--- config.mk ---
export PLATFORM = sky130hd
export DESIGN_NAME = d_latch_monitor
export DESIGN_NICKNAME = d
export VERILOG_FILES = /design/src/rtl/d_latch_monitor_pkg.sv /design/src/rtl/d_latch_monitor_latch_ref_model.sv /design/src/rtl/d_latch_monitor.sv
export SDC_FILE = /design/constraint.sdc
export NUM_CORES = 1
export LEC_CHECK = 0
export BUFFER_PORTS_ARGS = -buffer_cell sky130_fd_sc_hd__buf_2
export CORE_ASPECT_RATIO = 2
export CORE_MARGIN = 2
export CORE_UTILIZATION = 25
export DETAILED_ROUTE_END_ITERATION = 8
export RECOVER_POWER = 25
export SYNTH_ARGS = -nofsm -noshare
export SYNTH_HDL_FRONTEND = slang
export SYNTH_SLANG_ARGS = --single-unit
--- constraint.sdc ---
create_clock -name clk_in -period 1.73 [get_ports clk_in]
set_input_delay 0.0865 -clock clk_in [delete_from_list [all_inputs] [get_ports clk_in]]
set_output_delay 0.0865 -clock clk_in [all_outputs]
set_load 0.05 [all_outputs]
--- src/rtl/d_latch_monitor_pkg.sv ---
// Shared constants for the D-latch lab monitor: FSM state encodings and the
// largest supported compare delay.
package d_latch_monitor_pkg;

    typedef enum logic [1:0] {
        ST_UNKNOWN = 2'b00,
        ST_TRANSP  = 2'b01,
        ST_HOLD    = 2'b10,
        ST_FAULT   = 2'b11
    } state_e;

    localparam int unsigned CHECK_DELAY_MAX = 4;

endpackage

--- src/rtl/d_latch_monitor_latch_ref_model.sv ---
// Reference D-latch built from the registered stimulus, plus a known bit and a
// CHECK_DELAY-deep pipeline that lines the model up with the observed output.
module latch_ref_model
    import d_latch_monitor_pkg::*;
#(
    parameter int unsigned CHECK_DELAY = 1
) (
    input  logic clk_in,
    input  logic rst_n_in,
    input  logic d_s,
    input  logic en_s,
    output logic exp_q,
    output logic exp_known
);

    localparam int unsigned DLY = (CHECK_DELAY > CHECK_DELAY_MAX) ? CHECK_DELAY_MAX : CHECK_DELAY;

    logic e_q;
    logic k_q;
    logic e_next;
    logic k_next;

    // Model value for the current sample; the register holds the previous one.
    always_comb begin
        e_next = en_s ? d_s : e_q;
        k_next = k_q | en_s;
    end

    always_ff @(posedge clk_in or negedge rst_n_in) begin
        if (!rst_n_in) begin
            e_q <= 1'b0;
            k_q <= 1'b0;
        end else begin
            e_q <= e_next;
            k_q <= k_next;
        end
    end

    generate
        if (DLY == 0) begin : g_direct
            assign exp_q     = e_next;
            assign exp_known = k_next;
        end else begin : g_pipe
            logic [DLY-1:0] e_pipe;
            logic [DLY-1:0] k_pipe;
            logic [DLY:0]   e_shift;
            logic [DLY:0]   k_shift;

            assign e_shift = {e_pipe, e_next};
            assign k_shift = {k_pipe, k_next};

            always_ff @(posedge clk_in or negedge rst_n_in) begin
                if (!rst_n_in) begin
                    e_pipe <= '0;
                    k_pipe <= '0;
                end else begin
                    e_pipe <= e_shift[DLY-1:0];
                    k_pipe <= k_shift[DLY-1:0];
                end
            end

            assign exp_q     = e_pipe[DLY-1];
            assign exp_known = k_pipe[DLY-1];
        end
    endgenerate

endmodule

--- src/rtl/d_latch_monitor.sv ---
// Clocked checker for the D-latch lab block: compares the observed latch output
// against a reference model and reports state, mismatches, an error count and a fault.
module d_latch_monitor
    import d_latch_monitor_pkg::*;
#(
    parameter int unsigned CHECK_DELAY = 1,
    parameter int unsigned CNT_W       = 8
) (
    input  logic             clk_in,
    input  logic             rst_n_in,
    input  logic             D_in,
    input  logic             enable_in,
    input  logic             q_in,
    input  logic             clear_in,
    output logic             check_valid_out,
    output logic             mismatch_out,
    output logic             fault_out,
    output logic [CNT_W-1:0] err_count_out,
    output logic [1:0]       state_out
);

    localparam logic [CNT_W-1:0] CNT_MAX = '1;

    logic   d_s;
    logic   en_s;
    logic   q_s;
    logic   exp_q;
    logic   exp_known;
    logic   mis_c;
    state_e state_q;
    state_e state_d;

    // Sample stage
    always_ff @(posedge clk_in or negedge rst_n_in) begin
        if (!rst_n_in) begin
            d_s  <= 1'b0;
            en_s <= 1'b0;
            q_s  <= 1'b0;
        end else begin
            d_s  <= D_in;
            en_s <= enable_in;
            q_s  <= q_in;
        end
    end

    latch_ref_model #(
        .CHECK_DELAY (CHECK_DELAY)
    ) u_ref (
        .clk_in    (clk_in),
        .rst_n_in  (rst_n_in),
        .d_s       (d_s),
        .en_s      (en_s),
        .exp_q     (exp_q),
        .exp_known (exp_known)
    );

    assign mis_c = exp_known & (q_s ^ exp_q);

    // Next state: clear beats a mismatch, a mismatch beats enable tracking.
    always_comb begin
        state_d = state_q;
        if (clear_in) begin
            state_d = ST_UNKNOWN;
        end else if (mis_c) begin
            state_d = ST_FAULT;
        end else begin
            case (state_q)
                ST_UNKNOWN: if (en_s)  state_d = ST_TRANSP;
                ST_TRANSP:  if (!en_s) state_d = ST_HOLD;
                ST_HOLD:    if (en_s)  state_d = ST_TRANSP;
                default:    state_d = ST_FAULT;
            endcase
        end
    end

    always_ff @(posedge clk_in or negedge rst_n_in) begin
        if (!rst_n_in) begin
            state_q <= ST_UNKNOWN;
        end else begin
            state_q <= state_d;
        end
    end

    assign state_out = state_q;

    // Compare results, saturating counter and sticky fault.
    always_ff @(posedge clk_in or negedge rst_n_in) begin
        if (!rst_n_in) begin
            check_valid_out <= 1'b0;
            mismatch_out    <= 1'b0;
            fault_out       <= 1'b0;
            err_count_out   <= '0;
        end else begin
            check_valid_out <= exp_known;
            mismatch_out    <= mis_c & ~clear_in;
            if (clear_in) begin
                fault_out     <= 1'b0;
                err_count_out <= '0;
            end else if (mis_c) begin
                fault_out <= 1'b1;
                if (err_count_out != CNT_MAX) begin
                    err_count_out <= err_count_out + CNT_W'(1);
                end
            end
        end
    end

endmodule

==> key figures <==
Status
  – Status: completed

Timing
  – Setup_tns: 0 ns
  – Max frequency: 619 MHz
  – Tcrit/Tclk final: 0.935
  – Post-route setup slack: between 0.1 and 0.15 ns
  – Crit path time final: between 1.5 and 2 ns
  – Worst Hold Margin: approximately 0.16 ns
  – Max Slew Vio Count: 0
  – Skew final: between 0.006 and 0.007 ns
  – Relative max-transition margin: 0.357
  – Setup Viol. Count Final: 0
  – Final Hold Viols: 0
  – RSZ-0062 raised after global routing: no
  – Tightest Pin Transition: roughly 0.97 ns

Power
  – Leak: between 0.4 and 0.5 nW
  – Sw Share: 0.297
  – NetSw: between 0.3 and 0.4 mW
  – Clk pwr share: 0.343
  – Pwr Total: 1.01 mW
  – P_int: 0.712 mW
  – Combinational Power Share: 0.193
  – PwrDens: around 1000 nW/µm²
  – Seq pwr share: 0.464
  – VDD IR-drop max: approximately 430 µV

Flow run
  – Max-cap violations: 0

Die
  – Row count: 28
  – IO Pins: 19
  – Die area: ~3500 µm²
  – Core region area: 2940 µm²
  – Die Ht: roughly 82 µm
  – Starting Density: 0.258
  – Die Span X: ~43 µm

Route
  – Antenna-violating nets left: 0
  – Vias per cell: approximately 5
  – Via count: roughly 620
  – DR pass1 iterations: 4
  – Final wirelength: around 1600 µm
  – Residual DRC: 0
  – WL/cell: between 10 and 15 µm
  – Initial DRC Count: 8

Layout
  – Final Instance Area: just over 1000 µm²
  – Antenna diode count: 0
  – Layout cells sized above 1: 0.366
  – Util after Layout: 0.344
  – Layout area overhead: 33.7%
  – Layout Cells excl Fill: approximately 120
  – Layout Nets: between 100 and 150

Critical path
  – Cells on worst reg2reg path: 5
  – Startpoint types: flip-flop
  – CP peak stage delay: 0.49 ns
  – R2r startpoint: err_count_out[0]
  – CP bufs+invs: 0
  – FF-to-FF setup slack: 0.11 ns
  – Reg2reg end: err_count_out[5]
  – CP Cell Sequence: ha_1 > nand3_2 > o211ai_4 > or4_1 > a21oi_1
  – Crit path required time: between 1.5 and 2 ns
  – Slowest stage cell, crit path: or4_1
  – Arrival time worst endpoint: between 1.5 and 2 ns
  – CP Launch Point: err_count_out[0]
  – Crit. End Element: flip-flop
  – Setup Crit Path Kind: reg2reg
  – Critical path peak fanout: 7
  – Crit-path leading delay family: simple AND/OR/NAND/NOR gates

Logic synthesis
  – Post-synthesis sequential area ratio: 0.594
  – Mapped cell area: 758 µm²
  – Netlist cell types: 24
  – Syn nets: 71
  – Post-Synthesis Cells: between 60 and 70
  – Yosys Warn Count: 0
  – Syn Area/Cell: approximately 12 µm²
  – FF+latch count, synth: 18

Clock tree
  – Post_cts resized: 0
  – Worst skew pair latency: between 0.2 and 0.3 ns
  – CTS Root Cell: clkbuf_8
  – CTS Buffer Depth: 2
  – Num CTS Buffers: 3
  – H-tree depth: 1
  – Clock Pin Slew Worst Setup and Hold Paths: around 0.070 ns
  – TritonCTS clock tree: yes
  – CTS sink cnt: 18

Global routing
  – Pin count of the biggest net entering global routing: 19
  – First-pass GRT wire length: between 2000 and 3000 µm
  – Initial antenna violation count: 0
  – GRT Resource Usage Total: 0.108
  – Vias in the first global route: between 600 and 700
  – Gr ovfl total: 0

Placed design
  – Port bufs: 18
  – Placer congestion estimate: between 0.7 and 0.8
  – Placed inst area: approximately 900 µm²
  – HPWL Detailed: 1220 µm
  – Cells after DPL: approximately 110
  – Pre-CTS setup slack: ~0.11 ns

Worst hold path
  – Hold EP: err_count_out[3]
  – HP Start: clear_in
  – Worst min path class: in2reg
  – WHS Path Cells: 2
## registers in the layout, summed over array words and instances (netlist names)
| name | cells |
|---|---|
| d_s | 1 |
| en_s | 1 |
| u_ref.exp_known | 1 |
| u_ref.exp_q | 1 |
| mismatch_out | 1 |
| state_out | 2 |
| check_valid_out | 1 |
| q_s | 1 |
| fault_out | 1 |
| err_count_out | 8 |
## cell type report
class	instances	area (µm²)
fill	315	1930
multi-input combinational	44	305
sequential	18	453
timing repair buffer	26	159
clock buffer	4	55.1
tap	30	37.5
inverter	1	3.75
## worst max path at each step
stage                             endpoint  slack, ns  cells after the start
after floorplan           err_count_out[7]     0.0003                      3
after global placement    err_count_out[5]       0.16                      5
after detailed placement  err_count_out[5]       0.11                      5
after CTS                 err_count_out[5]       0.08                      5
after global routing      err_count_out[5]       0.02                      4
final                     err_count_out[5]       0.11                      5
## layout by cell type (no fill, tap or decap), types with 2 or more instances in the layout
cell and n:
a21oi_1 7, buf_2 17, buf_4 4, clkbuf_8 4
dfrtp_1 16, dfrtp_2 2, dlygate4sd3_1 4, mux2i_1 3
nand3_1 2, nand4_1 2, nor2_1 7, o21ai_0 4
o31ai_1 2, or4_1 2, xor2_1 2
## synthesized netlist by cell type, drive strengths merged
cell type | n | area (µm²)
dfrtp | 18 | 450
a21oi | 7 | 35.0
nor2 | 7 | 26.3
o21ai | 4 | 20.0
mux2i | 3 | 30.0
nand3 | 3 | 15.0
xor2 | 3 | 33.8
nand2 | 2 | 10.0
nand4 | 2 | 12.5
o31ai | 2 | 15.0
or4 | 2 | 15.0
a21o | 1 | 7.51
and2 | 1 | 6.26
and3 | 1 | 6.26
clkbuf | 1 | 3.75
ha | 1 | 12.5
inv | 1 | 3.75
mux2 | 1 | 11.3
o2111ai | 1 | 8.76
o211ai | 1 | 21.3
or2 | 1 | 6.26
or3 | 1 | 7.51
## cells by family after synthesis
| family | count (synthesis) | share of synthesized area |
|---|---|---|
| mux | 4 | 0.0545 |
| compound gates | 16 | 0.142 |
| fa+ha+maj | 1 | 0.0165 |
| simple gates | 20 | 0.139 |
| xor+xnor | 3 | 0.0446 |
| buf+inv | 2 | 0.00989 |
| flops | 18 | 0.594 |
## power by group through the flow
stage                     registers (mW)  logic, mW  clock network [mW]
final                              0.470      0.196               0.347
after floorplan                    0.546     0.0588                   0
after CTS                          0.470      0.199               0.356
after detailed placement           0.478      0.191                   0
after global routing               0.473      0.210               0.378
after global placement             0.476      0.188                   0
## metal layers
metal	up-vias	share of wire	wire, µm	global-route usage
met3	4	0.041	66	0.0220
met2	16	0.58	934	0.209
met5	-	0	0	0
li1	293	-	-	-
met1	311	0.35	562	0.0898
met4	0	0.029	46	0.0818
## repair_timing
action	in CTS	in global routing
buffers inserted	0	1
hold buffers	4	0
hold endpoints to repair	21	0
setup endpoints to repair	0	1
Note: power is estimated with default switching activity, not from simulation.
